==> src/rtl/pwm_level_ctrl.sv <==
// pwm_level_ctrl: debounced up/down buttons step a saturating 4-bit duty level. Rev 1.0
// Optional hold-to-repeat stepping is enabled by defining PWM_LEVEL_AUTO_REPEAT_EN.
`default_nettype none

module pwm_level_ctrl #(
  parameter int         DB_CYCLES     = 500000,
  parameter logic [3:0] W_INIT        = 4'd0,
  parameter int         REPEAT_DELAY  = 25000000,
  parameter int         REPEAT_CYCLES = 5000000
) (
  input  logic       clk,
  input  logic       rst,
  input  logic       btn_up,
  input  logic       btn_dn,
  output logic [3:0] w,
  output logic       changed
);

  localparam int CW = $clog2(DB_CYCLES);

  logic [1:0] raw;
  logic [1:0] stable;
  logic [1:0] press;
  logic [1:0] step;
  logic       up_step;
  logic       dn_step;

  // Bit 0 is the up button, bit 1 the down button.
  assign raw = {btn_dn, btn_up};

  for (genvar i = 0; i < 2; i++) begin : g_btn
    logic          sync1;
    logic          sync2;
    logic          st;
    logic          st_d;
    logic          pr;
    logic [CW-1:0] cnt;

    always_ff @(posedge clk) begin
      if (rst) begin
        sync1 <= 1'b0;
        sync2 <= 1'b0;
        st    <= 1'b0;
        st_d  <= 1'b0;
        pr    <= 1'b0;
        cnt   <= '0;
      end else begin
        sync1 <= raw[i];
        sync2 <= sync1;
        if (sync2 == st) begin
          cnt <= '0;
        end else if (cnt == CW'(DB_CYCLES - 1)) begin
          st  <= ~st;
          cnt <= '0;
        end else begin
          cnt <= cnt + 1'b1;
        end
        st_d <= st;
        pr   <= st & ~st_d;
      end
    end

    assign stable[i] = st;
    assign press[i]  = pr;
  end

`ifdef PWM_LEVEL_AUTO_REPEAT_EN
  localparam int HMAX = (REPEAT_DELAY > REPEAT_CYCLES) ? REPEAT_DELAY : REPEAT_CYCLES;
  localparam int HW   = $clog2(HMAX + 1);

  logic [HW-1:0] hold_cnt;
  logic          hold_phase;
  logic [1:0]    rep;
  logic          one_held;
  logic          fire;

  // Counter starts with the debounced press, so the first repeat lands
  // REPEAT_DELAY cycles after the press step reaches w.
  assign one_held = stable[0] ^ stable[1];
  assign fire     = hold_phase ? (hold_cnt == HW'(REPEAT_CYCLES))
                               : (hold_cnt == HW'(REPEAT_DELAY));

  always_ff @(posedge clk) begin
    if (rst || !one_held) begin
      hold_cnt   <= '0;
      hold_phase <= 1'b0;
      rep        <= 2'b00;
    end else if (fire) begin
      hold_cnt   <= HW'(1);
      hold_phase <= 1'b1;
      rep        <= stable;
    end else begin
      hold_cnt   <= hold_cnt + 1'b1;
      rep        <= 2'b00;
    end
  end

  assign step = press | rep;
`else
  assign step = press;
`endif

  assign up_step = step[0] & ~step[1];
  assign dn_step = step[1] & ~step[0];

  always_ff @(posedge clk) begin
    if (rst) begin
      w       <= W_INIT;
      changed <= 1'b0;
    end else begin
      changed <= 1'b0;
      if (up_step && (w != 4'd15)) begin
        w       <= w + 4'd1;
        changed <= 1'b1;
      end else if (dn_step && (w != 4'd0)) begin
        w       <= w - 4'd1;
        changed <= 1'b1;
      end
    end
  end

endmodule

`default_nettype wire

==> config.mk <==
export PLATFORM = sky130hd
export DESIGN_NAME = pwm_level_ctrl
export DESIGN_NICKNAME = d
export VERILOG_FILES = /design/src/rtl/pwm_level_ctrl.sv
export SDC_FILE = /design/constraint.sdc
export NUM_CORES = 1
export LEC_CHECK = 0
export BUFFER_PORTS_ARGS = -buffer_cell sky130_fd_sc_hd__buf_2
export CORE_MARGIN = 2
export CORE_UTILIZATION = 35
export DETAILED_ROUTE_END_ITERATION = 8
export HOLD_SLACK_MARGIN = 0.05
export PLACE_DENSITY = 0.49
export REMOVE_ABC_BUFFERS = 1
export SETUP_SLACK_MARGIN = 0.3
export SLEW_MARGIN = 40
export SYNTH_ARGS = -nofsm -noshare
export SYNTH_HDL_FRONTEND = slang
export SYNTH_SLANG_ARGS = --single-unit
==> constraint.sdc <==
create_clock -name clk -period 2.1 [get_ports clk]
set_input_delay 0.315 -clock clk [delete_from_list [all_inputs] [get_ports clk]]
set_output_delay 0.315 -clock clk [all_outputs]
set_load 0.005 [all_outputs]
==> results.cfg <==
[layout]
layout.nets = 288
final_common_cell = dfxtp_1
diodes = 0
num-fill-cells = 642
finalNonFillerCells = 357
layout-drive-gt1-share = 0.186
mostFrequentLayoutCells = dfxtp_1, nor2_1, xor2_1
area_growth_pct = 16.5

[run]
maxCapViolCount = 0

[placement]
io_buffers = 8
routabilityCongestion = 0.738
dp_cells = 342
dp_hpwl_microns = 2940

[synth]
synth_top_area_share = 0.451
synth_area_leader_cell = dfxtp_1
ys_seq_elements = 53
syn-cell-area_sq_mm = 0.00235
ys_seq_area_frac = 0.451
syn_avg_cell_area_sq_um = 9.05
ys_types = 38
yosys-top-cells-area = dfxtp_1, xor2_1, nor2_1
ys_warn_count = 0
synthCells = 260

[clock_network]
numClockSinks = 53
hold_buffers = 0
insertion_delay_ps = 310
cts_tree = done
clock_path_buffers = 2
clkTransAtPathRegs_ps = 100
cts_root_buf = clkbuf_8
cts_buffers = 5
htreeDepth = 2

[sta]
fin_crit_ps = 1820
rsz0062_at_grt = true
setup_viol = 0
timing.final.crit_share = 0.865
worst_pin_slew_ps = 485
finalHoldViolations = 0
fin_tns_setup_ps = 0
max_slew_margin = 0.674
fmax_mhz = 551
final_max_slew_viol_count = 0
fin_skew_ps = 11.0

[critical_path]
path_class = reg -> reg
critPathMaxStageDelay_ps = 350
critPathMostFrequentCell = a21o_1
worstPathRequired_ps = 2300
worst_setup_path_start_kind = register
crit_chain = nor2b_4, nand2_2, ha_1, a21o_1, a21o_1, a31oi_1, mux2_2
arrival_ps = 2020
worstPathMaxFanout = 2
critPathSlowestCell = mux2_2
worstSetupEndpointType = register

[power_and_ir_drop]
clkPwrFrac = 0.410
combPwrFrac = 0.013
powerDensity_mw_per_mm2 = 640
switchingPower_mw = 0.348
sequentialPowerShare = 0.577
power_leakage_nw = 0.908
swShare = 0.198
intPower_mw = 1.41
peakVddDrop_mv = 0.256

[global_route]
grt_max_degree = 18
grt.total_usage = 0.130
grt_pass1_vias = 1759
antenna_found_initial = 0
grt_pass1_wl_microns = 7820
grt_overflow = 0

[drt]
first_pass_iters = 4
drc = 0
vias_per_cell = 5.13
drt_iter0_drc = 66
routed-via-count = 1831
routed_wl_microns = 4490
routedWlPerCell_microns = 12.6
antenna_left = 0

[worst_hold_path]
hp-class = in -> reg

[floorplanning]
rows = 29
die_area_sq_mm = 0.00739
die_h_microns = 86.0
initial_utilization = 0.366
die_x_microns = 86.0
ios = 9
core-area_sq_mm = 0.00642

[status]
outcome = finished, final reports clean
-- layer usage --
metal,part of all wire,vias up,GRT usage
met1,0.49,853,0.167
li1,-,950,-
met5,0,-,0
met3,0.030,6,0.0289
met2,0.47,22,0.212
met4,0.013,0,0.0519
-- state kept, by name, summed over array words and instances (netlist names) --
signal,count
g_btn.cnt,38
w,4
g_btn.st_d,2
changed,1
g_btn.sync1,2
g_btn.st,2
g_btn.pr,2
g_btn.sync2,2
-- worst max-delay path, delay by kind of cell (launching register included) --
family / cells / cell delay (ps)
AO/OA/AOI/OAI: 3 / 530
adder cells (fa/ha/maj): 1 / 280
flip-flops: 1 / 330
multiplexers: 1 / 350
AND/OR/NAND/NOR: 2 / 230
-- worst paths after layout --
| path | cells past startpoint | startpoint | slack, ps | end |
|---|---|---|---|---|
| worst max-delay path | 7 | g_btn[0].pr | 280 | w[3] |
| worst min-delay path | 2 | btn_dn | 200 | g_btn[1].sync1 |
| worst max register to register | 7 | g_btn[0].pr | 280 | w[3] |
| worst min register to register | 1 | g_btn[1].st_d | 390 | g_btn[1].pr |
-- stage by stage --
stage	utilization	area [sq um]	setup WS, ps	hold slack, ps	total power, mW
3_5_place_dp	0.389	2500	94.8	372	1.06
5_1_grt	0.427	2740	194	209	1.84
4_1_cts	0.420	2700	326	195	1.78
2_1_floorplan	-	2310	133	367	1.05
3_3_place_gp	0.389	2500	120	376	1.06
6_report	0.427	2740	284	204	1.75
-- area by class of cell --
| cell class | instances | area [sq um] | share of cell area |
|---|---|---|---|
| multi-input cells | 191 | 1280 | 0.468 |
| flip-flops and latches | 53 | 1070 | 0.391 |
| repair buffers | 22 | 153 | 0.0557 |
| well taps | 77 | 96.3 | 0.0352 |
| clock buffers | 7 | 86.3 | 0.0315 |
| clock inverters | 1 | 30.0 | 0.0110 |
| inverters | 6 | 22.5 | 0.00822 |
-- power by group through the flow --
stage | Clock [mW] | Combinational (mW) | Sequential (mW)
global route | 0.797 | 0.0260 | 1.01
global placement | 0 | 0.0223 | 1.03
finish | 0.720 | 0.0230 | 1.01
CTS | 0.749 | 0.0224 | 1.01
detailed placement | 0 | 0.0222 | 1.03
floorplan | 0 | 0.0108 | 1.03
-- cells by family after synthesis --
group / share of synthesized area
xor+xnor: 0.104
buf+inv: 0.0282
flops: 0.451
compound gates: 0.0809
fa+ha+maj: 0.0298
simple gates: 0.293
mux: 0.0133
-- synth_stat cells --
cell       number
o21bai_2        2
a21oi_1        12
nor2b_1        10
and4_1          7
or4_1           1
nand2_2         1
xnor2_1         9
ha_1            4
o41ai_1         1
and3_1          1
nor2_1         35
nand3_1        12
or4b_1          3
clkbuf_1        5
or3_1          10
and2_1          2
o21ai_0         9
a2111oi_0       1
mux2i_1         2
nand3_2         1
xor2_1         19
nand2b_1        3
nand4_1        15
nor4b_1         2
nand2_1        11
o31ai_1         2
nor4bb_1        1
inv_1           6
and4_2          1
dfxtp_1        53
a21o_1          2
nor4_1          5
nor3_1          3
mux2_2          1
buf_2           5
a2bb2oi_1       1
a31oi_1         1
fa_1            1
-- repair_timing --
action,CTS,global route
resized for setup,13,10
pin swaps,4,3
setup buffers,5,2
setup endpoints to repair,3,27
Note: power is estimated with default switching activity, not from simulation.
